==> src/rtl/pool_window2x2_pkg.sv <==
// Shared renkon pooling definitions: default pixel width, maximum map width
// and the window-former FSM state encoding.
// No logic; imported by pool_window2x2 and pool_linebuf.
package pool_window2x2_pkg;

  localparam int DWIDTH  = 16;
  localparam int MAXFMAP = 32;

  typedef enum logic [1:0] {
    POOLWIN_IDLE  = 2'd0,
    POOLWIN_RUN   = 2'd1,
    POOLWIN_FLUSH = 2'd2
  } poolwin_state_e;

endpackage

==> src/rtl/pool_linebuf.sv <==
// One-row line buffer for the 2x2 window former.
// Ports: wr_* writes a pixel of an even row; cap_en/cap_addr captures the
// pair buf[a], buf[a+1] (a even) into shadow registers read as rd_data0/1.
// Latency: shadow pair valid the cycle after cap_en; no backpressure.
module pool_linebuf #(
  parameter int DWIDTH  = pool_window2x2_pkg::DWIDTH,
  parameter int MAXFMAP = pool_window2x2_pkg::MAXFMAP,
  parameter int AW      = (MAXFMAP > 1) ? $clog2(MAXFMAP) : 1
) (
  input  logic                     clk,
  input  logic                     xrst,
  input  logic                     wr_en,
  input  logic [AW-1:0]            wr_addr,
  input  logic signed [DWIDTH-1:0] wr_data,
  input  logic                     cap_en,
  input  logic [AW-1:0]            cap_addr,
  output logic signed [DWIDTH-1:0] rd_data0,
  output logic signed [DWIDTH-1:0] rd_data1
);

  logic signed [DWIDTH-1:0] mem [MAXFMAP];
  logic signed [DWIDTH-1:0] sh0_q, sh1_q;
  logic [AW-1:0]            addr1;

  assign addr1 = cap_addr + AW'(1);

  // Storage carries no reset: contents are always written before being read.
  always_ff @(posedge clk) begin
    if (wr_en) mem[wr_addr] <= wr_data;
  end

  // The pair is fetched on the even column of an odd row, one pixel before
  // the window closes, so the window output mux sees registers, not the RAM.
  always_ff @(posedge clk or negedge xrst) begin
    if (!xrst) begin
      sh0_q <= '0;
      sh1_q <= '0;
    end else if (cap_en) begin
      sh0_q <= mem[cap_addr];
      // Only reachable past the end for an odd MAXFMAP; that column never closes a window.
      sh1_q <= (int'(addr1) < MAXFMAP) ? mem[addr1] : mem[cap_addr];
    end
  end

  assign rd_data0 = sh0_q;
  assign rd_data1 = sh1_q;

endmodule

==> src/rtl/pool_window2x2.sv <==
// Streaming stride-2 2x2 window former feeding the max-pool comparator.
// Ports: init/fea_size start a frame; pixel_valid/pixel_in raster stream in;
// pixel_feat[0..3] (TL,TR,BL,BR) + win_valid out, pool_en = win_valid delayed,
// busy, frame_done.
// Latency: window registered 1 cycle after the bottom-right pixel; no backpressure.
module pool_window2x2
  import pool_window2x2_pkg::*;
#(
  parameter int DWIDTH  = pool_window2x2_pkg::DWIDTH,
  parameter int MAXFMAP = pool_window2x2_pkg::MAXFMAP,
  parameter int FSIZEW  = $clog2(MAXFMAP + 1)
) (
  input  logic                     clk,
  input  logic                     xrst,
  input  logic                     init,
  input  logic [FSIZEW-1:0]        fea_size,
  input  logic                     pixel_valid,
  input  logic signed [DWIDTH-1:0] pixel_in,
  output logic signed [DWIDTH-1:0] pixel_feat [4],
  output logic                     win_valid,
  output logic                     pool_en,
  output logic                     busy,
  output logic                     frame_done
);

  localparam int AW = (MAXFMAP > 1) ? $clog2(MAXFMAP) : 1;

  poolwin_state_e           state_q;
  logic [FSIZEW-1:0]        size_q, col_q, row_q;
  logic signed [DWIDTH-1:0] prev_q;
  logic signed [DWIDTH-1:0] feat_q [4];
  logic                     win_valid_q, pool_en_q, busy_q, frame_done_q;

  logic                     accept, win_fire, col_last, row_last;
  logic [FSIZEW-1:0]        last_idx;
  logic signed [DWIDTH-1:0] lb_rd0, lb_rd1;

  // init takes priority over a pixel offered in the same cycle.
  assign accept   = (state_q == POOLWIN_RUN) && pixel_valid && !init;
  assign last_idx = size_q - FSIZEW'(1);
  assign col_last = (col_q == last_idx);
  assign row_last = (row_q == last_idx);
  // Bottom-right corner of a window: odd row, odd column.
  assign win_fire = accept && row_q[0] && col_q[0];

  pool_linebuf #(
    .DWIDTH  (DWIDTH),
    .MAXFMAP (MAXFMAP),
    .AW      (AW)
  ) u_linebuf (
    .clk      (clk),
    .xrst     (xrst),
    .wr_en    (accept && !row_q[0]),
    .wr_addr  (col_q[AW-1:0]),
    .wr_data  (pixel_in),
    .cap_en   (accept && row_q[0] && !col_q[0]),
    .cap_addr (col_q[AW-1:0]),
    .rd_data0 (lb_rd0),
    .rd_data1 (lb_rd1)
  );

  always_ff @(posedge clk or negedge xrst) begin
    if (!xrst) begin
      state_q      <= POOLWIN_IDLE;
      size_q       <= '0;
      col_q        <= '0;
      row_q        <= '0;
      prev_q       <= '0;
      for (int i = 0; i < 4; i++) feat_q[i] <= '0;
      win_valid_q  <= 1'b0;
      pool_en_q    <= 1'b0;
      busy_q       <= 1'b0;
      frame_done_q <= 1'b0;
    end else begin
      win_valid_q  <= 1'b0;
      frame_done_q <= 1'b0;
      // Aligns with the pool stage's input register.
      pool_en_q    <= win_valid_q;
      if (init) begin
        state_q <= POOLWIN_RUN;
        busy_q  <= 1'b1;
        size_q  <= fea_size;
        col_q   <= '0;
        row_q   <= '0;
      end else begin
        case (state_q)
          POOLWIN_RUN: begin
            if (accept) begin
              prev_q <= pixel_in;
              if (win_fire) begin
                feat_q[0]   <= lb_rd0;
                feat_q[1]   <= lb_rd1;
                feat_q[2]   <= prev_q;
                feat_q[3]   <= pixel_in;
                win_valid_q <= 1'b1;
              end
              if (col_last) begin
                col_q <= '0;
                if (row_last) begin
                  row_q        <= '0;
                  state_q      <= POOLWIN_FLUSH;
                  frame_done_q <= 1'b1;
                end else begin
                  row_q <= row_q + FSIZEW'(1);
                end
              end else begin
                col_q <= col_q + FSIZEW'(1);
              end
            end
          end
          POOLWIN_FLUSH: begin
            state_q <= POOLWIN_IDLE;
            busy_q  <= 1'b0;
          end
          default: ;
        endcase
      end
    end
  end

  assign pixel_feat = feat_q;
  assign win_valid  = win_valid_q;
  assign pool_en    = pool_en_q;
  assign busy       = busy_q;
  assign frame_done = frame_done_q;

endmodule
==> config.mk <==
export PLATFORM = sky130hd
export DESIGN_NAME = pool_window2x2
export DESIGN_NICKNAME = d
export VERILOG_FILES = /design/src/rtl/pool_window2x2_pkg.sv /design/src/rtl/pool_linebuf.sv /design/src/rtl/pool_window2x2.sv
export SDC_FILE = /design/constraint.sdc
export NUM_CORES = 1
export LEC_CHECK = 0
export CELL_PAD_IN_SITES_DETAIL_PLACEMENT = 2
export CELL_PAD_IN_SITES_GLOBAL_PLACEMENT = 2
export CORE_ASPECT_RATIO = 1.25
export CORE_MARGIN = 3
export CORE_UTILIZATION = 48
export CTS_CLUSTER_SIZE = 10
export DETAILED_ROUTE_END_ITERATION = 12
export HOLD_SLACK_MARGIN = 0.08
export PLACE_DENSITY_LB_ADDON = 0.12
export SLEW_MARGIN = 15
export SYNTH_ARGS = -nofsm -noshare
export SYNTH_HDL_FRONTEND = slang
export SYNTH_HIERARCHICAL = 1
export SYNTH_SLANG_ARGS = --single-unit
==> constraint.sdc <==
create_clock -name clk -period 3.1 [get_ports clk]
set_input_delay 0.62 -clock clk [delete_from_list [all_inputs] [get_ports clk]]
set_output_delay 0.62 -clock clk [all_outputs]
set_load 0.01 [all_outputs]
Word-level counts from Yosys, hierarchy flattened

Memory sizes are Yosys's and may differ from the RTL's. A register that Yosys moved wholly into a read port is not among the register bits.
Cells that the tools add are included.
Widths: inputs -> output; s select.

$add $sub $neg: 4
Equal/unequal tests: 7
Mux-type cells: 27
Bitwise gates (word level): 1
Reductions and logical operators: 21

Operators by type and width:

| cell                | count |
|---|---|
| $mux 6              | 9 |
| $mux 1              | 13 |
| $add 6x1->6 const B | 2 |
| $eq 6x6->1          | 2 |
| $ne 3x3->1 const B  | 3 |
| $mux 2              | 4 |
| $reduce_and 4->1    | 2 |
| $reduce_bool 2->1   | 4 |
| $logic_and 1x1->1   | 6 |
| $reduce_and 3->1    | 2 |
| $sub 6x1->6 const B | 1 |
| $add 5x1->5 const B | 1 |
| $logic_not 1->1     | 5 |
| $pmux 2 s2          | 1 |
| $reduce_bool 3->1   | 1 |
| $eq 2x1->1 const B  | 1 |
| $eq 2x2->1 const B  | 1 |
| $reduce_and 2->1    | 1 |
| $not 1->1           | 1 |

Bits in registers: 104
Bits in writable memories: 512
Input bits: 26
Output and inout bits: 68
Word-level logic and storage cells: 74
Memories kept: 1

Memories:

| name          | depth | width | read ports | clocked after Yosys merged registers in | write ports | RTL line           | text |
|---|---|---|---|---|---|---|---|
| u_linebuf.mem | 32    | 16    | 2          | 2                                       | 1           | pool_linebuf.sv:21 | `logic signed [DWIDTH-1:0] mem [MAXFMAP];` |

Longest topological paths before layout

Gate-level depths: netlist of the first run.

Depth in word-level cells: 9
Mapped depth: 10
Depth with buffers taken out: 8

Modules after synthesis

Netlist of the first run, hierarchy kept.

By module, submodules not included:

| module         | times used | cells an instance | area an instance (um^2) | sequential area each (um^2) |
|---|---|---|---|---|
| pool_linebuf   | 1          | 1265              | 25080.3                 | 16175.5 |
| pool_window2x2 | 1          | 323               | 4446.8                  | 2602.5 |

Worst setup path after synthesis of the first run

OpenSTA, ideal clock, no wires.

Path type: input-to-reg
From: in init
To: mem u_linebuf.mem[28][0] (enable)
Data arrival time: 2.877 ns
Required time: 2.712 ns
Path slack: -0.166 ns
Stages on the path: 7
Buffers on the path: 4
Cells stage by stage: clkbuf_1 > clkbuf_1 > clkbuf_1 > nor3_1 > or3b_2 > clkbuf_1 > nor2_1

Word-level cells in the longest chain between the ends: 5

Ends and longest elaborated chain:

| item                         | RTL line             | text |
|---|---|---|
| start: declaration           | pool_window2x2.sv:15 | `input logic init,` |
| $logic_not 1->1              | pool_window2x2.sv:39 | `assign accept = (state_q == POOLWIN_RUN) && pixel_valid && !init;` |
| $logic_and 1x1->1            | pool_window2x2.sv:39 |  |
| $logic_and 1x1->1            | pool_window2x2.sv:53 | `.wr_en (accept && !row_q[0]),` |
| $mux 1                       | pool_linebuf.sv:29   | `if (wr_en) mem[wr_addr] <= wr_data;` |
| $mux 1 (not written as such) | pool_linebuf.sv:29   |  |
| end: declaration             | pool_linebuf.sv:21   |  |

No other way between the ends.

Final worst setup path of the first run

From: reg col_q[0]
To: reg u_linebuf.sh1_q[4] (netlist: u_linebuf/rd_data1[4]), read port of u_linebuf.mem

Word-level cells in the longest chain between the ends: 2

Ends and longest elaborated chain:

| item                                                | RTL line              | text |
|---|---|---|
| start: declaration                                  | pool_window2x2.sv:29  | `logic [FSIZEW-1:0] size_q, col_q, row_q;` |
| start signal: assignment                            | pool_window2x2.sv:107 | `col_q <= col_q + FSIZEW'(1);` |
| branches (longest 2 deep; another with $add 5x1->5) | --                    |  |
| end: declaration                                    | pool_linebuf.sv:22    | `logic signed [DWIDTH-1:0] sh0_q, sh1_q;` |

Parallel ways; which one is timed is not known.
A chain may end at the register's enable or synchronous reset.

==> reports/qor.csv, run 1 <==
metric,value,unit
Clock Path Buffers,3,
largest net degree at the start of global routing,68,
clock share of power,41.3,%
async set-or-reset flop fraction in the synthesized netlist,21.0,%
synthesized area,0.0295,mm²
die area,0.0645,mm²
CTS sink cnt,648,
footprint of the multi-input gates,0.0101,mm²
"Top FF cell, synth",edfxtp_1,
slew at the pin closest to its max-slew limit,984,ps
"commonest non-fill, non-tap cell in the layout",edfxtp_1,
Levels on crit path,6,
site row count,101,
Relative slew margins,34.4,%
Placer Congestion,0.809,
DPL Wire Length,61800,µm
slowest cell delay on critical path,580,ps
Hold WC Path Type,flip-flop to flip-flop,
Routed WL,92100,µm
setup violators final,0,
fin. max-slew vios,0,
number of buffers created by CTS,75,
Syn Nets,1618,
switching pwr,4.65,mW
global-route wire length before repair,136000,µm
critical path class,flip-flop to flip-flop,
slowest CP cell,mux4_2,
startpoint types,flip-flop,
fin util,56.6,%
synthesized area per cell,18.6,µm²
Yosys warning count,6,
Max Cap Viol,0,
final cell count without fillers,2646,
Area contributors post-synth,"edfxtp_1 (52%), mux4_2 (20%), dfrtp_1 (12%)",
final setup TNS,0,ps
clock latency at the later pin of the worst-skew pair,610,ps
hold_buf cts,1,
Int Pwr,15.2,mW
R2R cell count,6,
fin crit share,89.5,%
fin crit period,2770,ps
H-tree depth,3,
fraction of power consumed by sequential logic,48.6,%
placed cells,2506,
Net Sw Frac,23.4,%
Core ar.,0.0608,mm²
Total GRT Usage,28.8,%
chip width,228,µm
CP endpoint kind,flip-flop,
most frequent cells in the layout,"edfxtp_1 (512), mux4_2 (256), dfrtp_1 (132)",
grt total ovfl,0,
Hold Path Depth,0,
cell count after synthesis,1588,
PostCTS Resize Cnt,0,
root buffer cell,clkbuf_16,
Initial Util,48.6,%
Yosys top cell area share,52.1,%
clk_skew,17.0,ps
f_max,0.361,GHz
fillers,5070,
Fin. Hold Viols,0,
nets,1790,
Tot Pwr,19.9,mW
initial antenna violation count,2,
RSZ-0062 raised after global routing,false,
Vias per Instance,6.48,
Remaining DRCs,0,
cell taking the most area after synthesis,edfxtp_1,
total I/O pin count,94,
CP top delay family,multiplexers,
via count,17153,
Area growth syn-to-layout,16.6,%
crit path DAT,3240,ps
Die Height,283,µm
unique cell type count in the Yosys netlist,54,
postcts setup bufs,0,
Detailed Routing Iterations Pass 1,5,
Combinational Power Share,10.1,%
number of flops mapped to enable cells by yosys,512,
Power per Cell Area,577,mW/mm²
CTS tree,done,
status,"complete, no violations",
"Seq/Total Area, Yosys",63.6,%
worst path bufs/invs,1,
detail-routed net length per standard cell,34.8,µm
Clock transition at path regs,60,ps
layout cells sized above 1,32.9,%
number of global-route vias before repair,19151,
Leakage Power,11.4,nW
Port Buffers,93,
post-synthesis register bit count,648,
register area,0.0188,mm²
required time of the critical path,3560,ps
CP max FO,41,
"antenna viol nets, final",0,
CP Cell Sequence,ha_4 > buf_12 > mux4_2 > mux2i_1 > a32o_1 > o31ai_1,
Worst IR Drop VDD,418,µV
1st-iter DRT viols,1633,
[area by class of cell]
cell class / count / area share [%]
Sequential cell: 648 / 54.6
Multi-Input combinational cell: 804 / 29.4
Clock buffer: 136 / 6.36
Timing Repair Buffer: 206 / 6.31
Tap cell: 824 / 3.00
Inverter: 25 / 0.273
Clock inverter: 2 / 0.0400
Antenna cell: 1 / 0.00727
[path summary, 6_finish.rpt]
path	startpoint	to	slack, ps
setup / recovery	col_q[0]$_DFFE_PN0P_	u_linebuf/rd_data1[4]$_DFFE_PN0P_	330
setup reg to reg	col_q[0]$_DFFE_PN0P_	u_linebuf/rd_data1[4]$_DFFE_PN0P_	330
min in group asynchronous	xrst	u_linebuf/rd_data1[12]$_DFFE_PN0P_	470
max in group asynchronous	xrst	pool_en$_DFF_PN0_	1680
hold / removal	win_valid$_DFF_PN0_	pool_en$_DFF_PN0_	400
hold reg to reg	win_valid$_DFF_PN0_	pool_en$_DFF_PN0_	400
[through the flow]
step / area (µm²) / hold slack, ps / setup slack (ps)
6_report: 34400 / 396 / 327
5_1_grt: 34400 / 414 / 215
4_1_cts: 34400 / 403 / 342
3_5_place_dp: 32200 / 392 / 244
3_3_place_gp: 32200 / 383 / 288
2_1_floorplan: 29500 / 324 / -166
[per-layer routing]
layer  GRT usage, %  up-vias  part of all wire (%)
li1               -     6884                     -
met2           51.0      730                    53
met3           5.61      195                   6.3
met4           10.5        2                   3.7
met5              0        -                 0.014
met1           35.3     9342                    37
[flip-flops by register name, summed over array words and instances, names as in the netlist]
| name | cells |
|---|---|
| u_linebuf/rd_data1 | 16 |
| win_valid | 1 |
| u_linebuf/rd_data0 | 16 |
| state_q | 2 |
| prev_q | 16 |
| pool_en | 1 |
| size_q | 6 |
| row_q | 6 |
| frame_done | 1 |
| u_linebuf/mem | 512 |
| col_q | 6 |
| pixel_feat | 64 |
| busy | 1 |
[power groups by stage]
stage                     combinational [mW]  clock [mW]  sequential, mW
after floorplan                         1.27           0            9.78
after global placement                  1.92           0            9.82
after detailed placement                1.99           0            9.83
after CTS                               2.02        8.42            9.65
after global routing                    2.14        8.73            9.67
final                                   2.00        8.21            9.65
[synthesized netlist by cell type (23+ instances only)]
| master | count |
|---|---|
| clkbuf_1 | 24 |
| mux4_2 | 256 |
| mux2_2 | 84 |
| dfrtp_1 | 136 |
| inv_1 | 25 |
| nand2_1 | 95 |
| buf_4 | 38 |
| a32o_1 | 33 |
| edfxtp_1 | 512 |
| a22oi_1 | 32 |
| nor2_1 | 45 |
| nand3_1 | 23 |
| mux2i_1 | 96 |
| o21ai_0 | 23 |
| buf_2 | 44 |
[logic make-up after synthesis]
logic type,synth area share [%]
AO/OA/AOI/OAI,3.39
XOR/XNOR,0.661
adder cells (fa/ha/maj),0.170
buffers and inverters,2.50
flip-flops,63.6
multiplexers,26.0
AND/OR/NAND/NOR,3.70
[worst reg2reg max path: stages, from the launching register on]
cell and delay [ps]:
dfrtp_4 570, ha_4 370, buf_12 340, mux4_2 630
mux2i_1 290, a32o_1 320, o31ai_1 110
Note: power is estimated with default switching activity, not from simulation.
==> inputs of run 2 (changes only) <==
--- a/config.mk
+++ b/config.mk
@@ -9,7 +9,7 @@
 export CELL_PAD_IN_SITES_GLOBAL_PLACEMENT = 2
 export CORE_ASPECT_RATIO = 1.25
 export CORE_MARGIN = 3
-export CORE_UTILIZATION = 48
+export CORE_UTILIZATION = 24
 export CTS_CLUSTER_SIZE = 10
 export DETAILED_ROUTE_END_ITERATION = 12
 export HOLD_SLACK_MARGIN = 0.08
==> reports/qor.csv, run 2 (same netlist as run 1, synthesis figures left out) <==
metric,value,unit,change
Port Buffers,93,,unchanged
crit path DAT,3220,ps,-20 ps
number of buffers created by CTS,81,,+8.0%
postcts setup bufs,0,,unchanged
nets,1811,,+1.2%
Clock transition at path regs,60,ps,about the same
"antenna viol nets, final",0,,unchanged
fillers,12298,,+140%
most frequent cells in the layout,"edfxtp_1 (512), mux4_2 (256), dfrtp_1 (132)",,
hold_buf cts,1,,unchanged
Routed WL,101000,µm,+9.8%
Fin. Hold Viols,0,,unchanged
critical path class,flip-flop to flip-flop,,
total I/O pin count,94,,unchanged
Reg with most FFs,u_linebuf/mem,,
"commonest non-fill, non-tap cell in the layout",edfxtp_1,,
Global Route met2 Usage,28.4,%,-23 points
Initial Util,24.2,%,-24 points
clock latency at the later pin of the worst-skew pair,680,ps,+70 ps
Placer Congestion,0.730,,-9.8%
clk_skew,22.2,ps,+5.23 ps
Remaining DRCs,0,,unchanged
Clock Path Buffers,3,,unchanged
final setup TNS,0,ps,unchanged
fin crit period,2680,ps,-95.1 ps
Detailed Routing Iterations Pass 1,7,,+2
Power per Cell Area,574,mW/mm²,-0.59%
setup violators final,0,,unchanged
DPL Wire Length,67300,µm,+9.0%
CTS tree,done,,
Final Instance Area,0.0360,mm²,+4.7%
status,"complete, no violations",,
CP endpoint kind,flip-flop,,
Area growth syn-to-layout,22.1,%,
via count,16586,,-3.3%
Die Height,398,µm,+41%
site row count,143,,+42%
met1 Track Usage GR,20.4,%,-15 points
number of global-route vias before repair,18676,,-2.5%
layout cells sized above 1,34.7,%,+1.7 points
1st-iter DRT viols,1188,,-27%
Vias per Instance,4.82,,-26%
Max Cap Viol,0,,unchanged
die area,0.127,mm²,+97%
DP Area,0.0335,mm²,+4.2%
Hold WC Path Type,flip-flop to flip-flop,,
fin. max-slew vios,0,,unchanged
startpoint types,flip-flop,,
slew at the pin closest to its max-slew limit,951,ps,-32.3 ps
initial antenna violation count,8,,+6
global routing's busiest layer,met2,,
H-tree depth,3,,unchanged
max reg flops,512,,unchanged
f_max,0.373,GHz,+3.6%
PostCTS Resize Cnt,0,,unchanged
Worst IR Drop VDD,335,µV,-20%
fin crit share,86.4,%,-3.1 points
largest net degree at the start of global routing,75,,+10%
chip width,320,µm,+40%
required time of the critical path,3640,ps,+80 ps
Core ar.,0.122,mm²,+100%
Relative slew margins,36.6,%,+2.2 points
grt met3 use,2.15,%,-3.5 points
CP max FO,20,,-51%
root buffer cell,clkbuf_16,,
global-route wire length before repair,144000,µm,+5.8%
grt total ovfl,0,,unchanged
Leakage Power,11.7,nW,+2.5%
CTS sink cnt,648,,unchanged
detail-routed net length per standard cell,29.4,µm,-16%
RSZ-0062 raised after global routing,false,,
Total GRT Usage,16.0,%,-13 points
==> run 2: cell count changes in the layout (fill, tap and decap cells not counted), sizes merged, moves of 2 or more <==
cell	previous run	this run
buf	113	130
clkinv	1	13
clkbuf	136	127
inv	26	29
clkdlybuf4s50	92	90
diode	1	3
==> run 2: final cells by class <==
cell class                      count  area, µm²  share of cell area [%]
Clock buffer                      127       2280                    6.32
Inverter                           25       93.8                   0.260
Sequential cell                   648      18800                    52.1
Timing Repair Buffer              221       2540                    7.04
Tap cell                         1595       2000                    5.54
Clock inverter                     18        208                   0.576
Multi-Input combinational cell    804      10100                    28.1
Antenna cell                        3       7.51                  0.0208
==> run 2: per-stage QoR <==
| stage | utilization, % | worst slack (ps) | instances | hold WS [ps] | power, mW |
|---|---|---|---|---|---|
| 6_report | 29.6 | 422 | 3441 | 384 | 20.7 |
| 5_1_grt | 29.6 | 255 | 3438 | 406 | 21.5 |
| 4_1_cts | 29.6 | 318 | 3438 | 387 | 21.1 |
| 3_5_place_dp | 27.5 | -140 | 3292 | 373 | 11.9 |
| 3_3_place_gp | 27.5 | -126 | 3292 | 365 | 11.9 |
| 2_1_floorplan | - | -166 | 1588 | 324 | 11.0 |
==> run 2: path summary, 6_finish.rpt <==
path	from	cells past startpoint	slack, ps	to
min in group asynchronous	xrst	2	600	pixel_feat[2]$_DFFE_PN0P_
worst max register to register	col_q[0]$_DFFE_PN0P_	7	420	u_linebuf/rd_data1[13]$_DFFE_PN0P_
worst max-delay path	col_q[0]$_DFFE_PN0P_	7	420	u_linebuf/rd_data1[13]$_DFFE_PN0P_
worst min register to register	win_valid$_DFF_PN0_	0	380	pool_en$_DFF_PN0_
max in group asynchronous	xrst	3	1750	u_linebuf/rd_data0[12]$_DFFE_PN0P_
worst min-delay path	win_valid$_DFF_PN0_	0	380	pool_en$_DFF_PN0_
==> run 2: metal layers <==
metal  part of all wire, %  vias to the layer above
li1                      -                     6938
met1                    43                     9234
met5                     0                        -
met3                   3.5                      107
met4                   1.8                        0
met2                    52                      307
==> run 2: critical path: stages (launching register included) <==
cell	delay (ps)
dfrtp_4	540
ha_4	360
buf_12	230
buf_12	200
mux4_2	510
mux2i_1	360
a32o_1	240
o31ai_2	80
==> run 2: power by group <==
part | internal [mW] | switching (mW) | total, mW
clock | 5.16 | 3.81 | 8.98
sequential | 9.54 | 0.116 | 9.65
combinational | 0.950 | 1.09 | 2.04
